<file path="config.mk">
export PLATFORM = sky130hd
export DESIGN_NAME = car_parking_fsm
export DESIGN_NICKNAME = d
export VERILOG_FILES = /design/src/rtl/car_parking_fsm_pkg.sv /design/src/rtl/car_parking_fsm.sv
export SDC_FILE = /design/constraint.sdc
export NUM_CORES = 1
export LEC_CHECK = 0
export CORE_ASPECT_RATIO = 0.9
export CORE_MARGIN = 2
export CORE_UTILIZATION = 30
export CTS_CLUSTER_SIZE = 16
export DETAILED_ROUTE_END_ITERATION = 8
export GPL_TIMING_DRIVEN = 1
export PLACE_DENSITY = 0.67
export SLEW_MARGIN = 15
export SYNTH_ARGS = -nofsm -noshare
export SYNTH_HDL_FRONTEND = slang
export SYNTH_SLANG_ARGS = --single-unit
</file>
<file path="constraint.sdc">
create_clock -name clk -period 1.5 [get_ports clk]
set_input_delay 0.225 -clock clk [delete_from_list [all_inputs] [get_ports clk]]
set_output_delay 0.225 -clock clk [all_outputs]
set_load 0.1 [all_outputs]
</file>
<file path="src/rtl/car_parking_fsm_pkg.sv">
// rtl/car_parking_fsm_pkg.sv - shared state type and 7-segment glyphs for the parking gate
package car_parking_fsm_pkg;

  typedef enum logic [2:0] {
    IDLE          = 3'd0,
    WAIT_PASSWORD = 3'd1,
    WRONG_PASS    = 3'd2,
    RIGHT_PASS    = 3'd3,
    STOP          = 3'd4
  } state_t;

  // Active-low segments, bit6..0 = g,f,e,d,c,b,a
  localparam logic [6:0] SEG_BLANK = 7'b1111111;
  localparam logic [6:0] SEG_E     = 7'b0000110;
  localparam logic [6:0] SEG_N     = 7'b0101011;
  localparam logic [6:0] SEG_6     = 7'b0000010;
  localparam logic [6:0] SEG_0     = 7'b1000000;
  localparam logic [6:0] SEG_5     = 7'b0010010;
  localparam logic [6:0] SEG_P     = 7'b0001100;

endpackage

</file>
<file path="src/rtl/car_parking_fsm.sv">
// rtl/car_parking_fsm.sv - single-lane car park entrance gate controller
module car_parking_fsm
  import car_parking_fsm_pkg::*;
#(
  parameter logic [1:0] PASS1       = 2'b01,
  parameter logic [1:0] PASS2       = 2'b10,
  parameter int         WAIT_CYCLES = 4
) (
  input  logic       clk,
  input  logic       reset_n,
  input  logic       Front_Sensor,
  input  logic       Back_Sensor,
  input  logic [1:0] password_1,
  input  logic [1:0] password_2,
  output logic       GREEN_LED,
  output logic       RED_LED,
  output logic [6:0] HEX_1,
  output logic [6:0] HEX_2
);

  localparam logic [3:0] WAIT_LAST = 4'(WAIT_CYCLES - 1);

  state_t     state, state_next;
  logic [3:0] wait_cnt;
  logic       pass_ok;
  logic       green_next, red_next;
  logic [6:0] hex_1_next, hex_2_next;

  assign pass_ok = (password_1 == PASS1) && (password_2 == PASS2);

  always_comb begin
    state_next = state;
    case (state)
      IDLE:          if (Front_Sensor) state_next = WAIT_PASSWORD;
      WAIT_PASSWORD: if (wait_cnt == WAIT_LAST) state_next = pass_ok ? RIGHT_PASS : WRONG_PASS;
      WRONG_PASS:    if (pass_ok) state_next = RIGHT_PASS;
      RIGHT_PASS: begin
        if (Front_Sensor && Back_Sensor)
          state_next = STOP;
        else if (Back_Sensor)
          state_next = IDLE;
      end
      STOP:          if (pass_ok) state_next = RIGHT_PASS;
      default:       state_next = IDLE;
    endcase
  end

  // Output decode uses the current state, so displays lag the state by one clock
  always_comb begin
    green_next = 1'b0;
    red_next   = 1'b0;
    hex_1_next = SEG_BLANK;
    hex_2_next = SEG_BLANK;
    case (state)
      WAIT_PASSWORD: begin
        red_next   = 1'b1;
        hex_1_next = SEG_E;
        hex_2_next = SEG_N;
      end
      WRONG_PASS: begin
        red_next   = ~RED_LED;
        hex_1_next = SEG_E;
        hex_2_next = SEG_E;
      end
      RIGHT_PASS: begin
        green_next = ~GREEN_LED;
        hex_1_next = SEG_6;
        hex_2_next = SEG_0;
      end
      STOP: begin
        red_next   = ~RED_LED;
        hex_1_next = SEG_5;
        hex_2_next = SEG_P;
      end
      default: ;
    endcase
  end

  always_ff @(posedge clk or negedge reset_n) begin
    if (!reset_n) begin
      state     <= IDLE;
      wait_cnt  <= 4'd0;
      GREEN_LED <= 1'b0;
      RED_LED   <= 1'b0;
      HEX_1     <= SEG_BLANK;
      HEX_2     <= SEG_BLANK;
    end else begin
      state     <= state_next;
      wait_cnt  <= (state == WAIT_PASSWORD) ? wait_cnt + 4'd1 : 4'd0;
      GREEN_LED <= green_next;
      RED_LED   <= red_next;
      HEX_1     <= hex_1_next;
      HEX_2     <= hex_2_next;
    end
  end

endmodule

</file>
Yosys cells after proc, flatten, opt, wreduce, memory -nomap -nowiden
Cells that the tools add are included.
- add/subtract/negate cells: 1
- equal/unequal tests: 11
- mux-type cells: 12
- bitwise operators: 2
- reductions and logical operators: 6
- operators with widths (operator ; number):
    7-bit one-hot mux with 4 select lines ; 1
    7-bit one-hot mux with 3 select lines ; 1
    3-bit two-way mux ; 5
    3-bit one-hot mux with 4 select lines ; 1
    3-bit by 2-bit equality test with 1-bit output (second input constant) ; 2
    4-bit by 1-bit adder with 4-bit output (second input constant) ; 1
    4-bit by 2-bit equality test with 1-bit output (second input constant) ; 1
    4-bit two-way mux ; 1
    2-bit inequality test (second input constant) ; 2
    4-bit AND reduction ; 1
    2-bit OR reduction ; 2
    3-bit by 1-bit equality test with 1-bit output (second input constant) ; 1
    3-bit equality test (second input constant) ; 1
    3-bit logical NOT ; 1
    3-bit inequality test (second input constant) ; 1
    2-bit by 1-bit equality test with 1-bit output (second input constant) ; 1
    2-bit equality test (second input constant) ; 1
    1-bit logical AND ; 2
    1-bit two-way mux ; 2
    2-bit by 1-bit inequality test with 1-bit output (second input constant) ; 1
    1-bit NOT ; 2
    1-bit one-hot mux with 2 select lines ; 1
- register bits after elaboration: 23
- bits of input ports: 8
- output and inout bits: 16
- word-level logic and storage cells: 38

Depth between registers and ports, before layout
- depth in word-level cells: 5
- depth in mapped cells: 4

Worst setup path after synthesis
Ideal clock, no wire load.
- path kind: flip-flop to output port
- from: reg HEX_2[4] (netlist name)
- to: out HEX_1[3]
- arrival: 1.247 ns
- setup slack: 0.028 ns
- cell stages (with the launch flop): 2
- cells stage by stage: dfstp_2 > buf_4
- RTL lines (item ; line ; text):
    to (decl) ; car_parking_fsm.sv:17 ; output logic [6:0] HEX_1,

Worst setup path in the final report
- from: reg wait_cnt[0]
- to: reg state[1]
- longest elaborated chain between the ends: 3
- RTL lines (item ; line ; text):
    from (decl) ; car_parking_fsm.sv:24 ; logic [3:0] wait_cnt;
    from (signal assigned) ; car_parking_fsm.sv:89 ; wait_cnt <= (state == WAIT_PASSWORD) ? wait_cnt + 4'd1 : 4'd0;
    4-bit by 2-bit equality test with 1-bit output ; car_parking_fsm.sv:35 ; WAIT_PASSWORD: if (wait_cnt == WAIT_LAST) state_next = pass_ok ? RIGHT_PASS : WRONG_PASS;
    2-bit inequality test (no source line) ; - ;
    4-bit AND reduction (no source line) ; - ;
    to (signal assigned) ; car_parking_fsm.sv:88 ; state <= state_next;
    to (decl) ; car_parking_fsm.sv:23 ; state_t state, state_next;
Every way passes these cells.
A chain may end at the register's enable or synchronous reset.

==> impl_results.md <==
- Tmin final: 1480 ps
- DIE AREA: 0.00285 mm^2
- CP startpoint kind: flop
- Total track usage: 0.100
- Initial antenna violation count: 0
- Max Root-Sink Buffers: 2
- Vias per cell: 4.56
- Ys async rst share: 1.00
- Proportion of layout cells with a drive suffix above 1: 0.435
- Period utilization: 0.987
- CTS tree: built
- RSZ-0062 raised after global routing: yes
- Type of destination of the critical path: flop
- Avg Synthesized Cell Area: 11.4 um^2
- FMAX: 0.675 GHz
- Clock Sink Count: 16
- I/O pin count: 24
- Hold-fix buffers, CTS: 0
- Cell taking the most area after synthesis: dfrtp_1
- Core Region: 0.00224 mm^2
- Most frequent cells in the layout: 15 x buf_12, 9 x dfrtp_1, 7 x dfstp_2, 7 x clkdlybuf4s50_1
- Final ANT Viol Nets: 0
- Largest stage delay on the critical path: 470 ps
- Max Cap Violations: 0
- R2R cell count: 4
- Worst R2R Start: wait_cnt[0]
- Syn_nets: 73
- Synth area leaders: dfrtp_1 31%, dfstp_2 25%, buf_4 7.2%, nand2b_1 4.3%, xor2_1 3.6%
- Status: finished, final reports clean
- # H-tree levels: 1
- TNS Setup: 0 ps
- Die W: 56.0 um
- Cells along the critical path: ha_2 -> or4b_4 -> o31a_1 -> o211ai_2
- Crit Path Class: reg2reg
- WL final: 1.23 mm
- Hold_ws: 276 ps
- Synth Cell Area: 731 um^2
- Drt wl/cell: 11.0 um
- Mapped Cells: 64
- Die height: 50.8 um
- R2r setup slk: 20 ps
- Vias in the first global route: 529
- RR Endpoint: state[1]
- Sequential area share after synthesis: 0.560
- Placed cell count: 107
- DRT Pass-1 Iters: 3
- Largest net degree at the start of global routing: 17
- Buffers and inverters on the worst path: 0
- Number of antenna diodes: 0
- Port buffer count: 22
- DRT iter0 DRCs: 3
- Fin cells: 112
- Std-Cell Rows: 16
- Worst path slowest cell: or4b_4
- Final Hold Vio Count: 0
- Yosys reg bits: 16
- DRC: 0
- Area Growth Syn to Fin: 57.0%
- Max Slew Vio Count: 0
- Distinct cell type count of the synthesized netlist: 29
- Min-Delay Path Class: in2async
- Yosys Warn Count: 0
- First-pass GRT wire length: 2.21 mm
- Clock Skew: 1.04 ps
- Number of synthesized flops with an enable pin: 0
- Fin util: 0.512
- Root Buffer: clkbuf_4
- Nets: 95
- Delay-heaviest family, CP: simple AND/OR/NAND/NOR gates
- Worst skew pair latency: 280 ps
- Arrival time at the worst endpoint: 1690 ps
- Reg clk slew, reported paths: 90 ps
- DP Wirelength: 1.00 mm
- Top-area cell type share of the netlist area: 0.308
- Initial Util: 0.326
- Worst endpoint required time: 1710 ps
- Grt ovf: 0
- Commonest non-fill, non-tap cell in the layout: buf_12
- Vias: 511
- Final GP Congestion: 0.775
- Synth Flop Type: dfrtp_1
- # setup viols final: 0
- CTS Buf Count: 3
- CP max FO: 2
-- logic make-up (layout without fill, tap and decap cells) --
family          count (synthesis)  after routing  share of synthesized area
xor+xnor                        4              4                     0.0480
other cells                     1              1                    0.00513
simple gates                   21             21                      0.168
flops                          16             16                      0.560
fa+ha+maj                       1              1                     0.0171
buf+inv                        12             33                      0.101
compound gates                  8              8                     0.0873
mux                             1              1                     0.0137
-- worst max-delay path by stage --
stage,slack (ps),end,depth (start not counted),startpoint
2_1_floorplan,30,HEX_1[3],1,HEX_2[4]
3_3_place_gp,30,state[0],4,wait_cnt[0]
3_5_place_dp,-30,state[0],4,wait_cnt[0]
4_1_cts,-8,state[1],4,wait_cnt[0]
5_1_grt,-50,state[1],4,wait_cnt[0]
6_report,20,state[1],4,wait_cnt[0]
-- layer usage --
| layer | track usage | vias to the layer above | part of all wire |
|---|---|---|---|
| met3 | 0.0456 | 0 | 0.063 |
| met5 | 0 | - | 0 |
| met2 | 0.182 | 17 | 0.53 |
| li1 | - | 248 | - |
| met4 | 0.0238 | 0 | 0 |
| met1 | 0.107 | 246 | 0.41 |
-- area by class of cell --
cell class,instances,area (um^2)
fillers,203,1090
multi-input cells,36,256
well taps,27,33.8
clock buffers,4,36.3
inverters,3,11.3
repair buffers,26,400
flip-flops and latches,16,409
-- cell usage after synthesis, drive strengths merged, types with 2 or more instances --
library cell  instances
nand3                 3
nand2                 2
dfstp                 7
nor2                  5
nand2b                5
inv                   3
xor2                  3
dfrtp                 9
buf                   9
-- flip-flops by register name, indices dropped and copies added, names as in the netlist --
name,cells
HEX_2,6
wait_cnt,4
state,3
GREEN_LED,1
HEX_1,1
RED_LED,1
-- metrics by stage --
| stage | setup WS [ps] | area [um^2] |
|---|---|---|
| 2_1_floorplan | 27.5 | 731 |
| 3_3_place_gp | 32.5 | 1090 |
| 3_5_place_dp | -34.5 | 1090 |
| 5_1_grt | -50.6 | 1150 |
| 4_1_cts | -8.30 | 1140 |
| 6_report | 19.4 | 1150 |
-- what timing repair did --
item,in CTS,in global routing
endpoints found under the hold margin,0,0
endpoints found under the setup margin,2,2
resized for setup,2,0
pin swaps,2,1
setup buffers,0,1
Power is not shown: default switching activity piles up to over one toggle a cycle in this logic, so the estimate is an artifact.
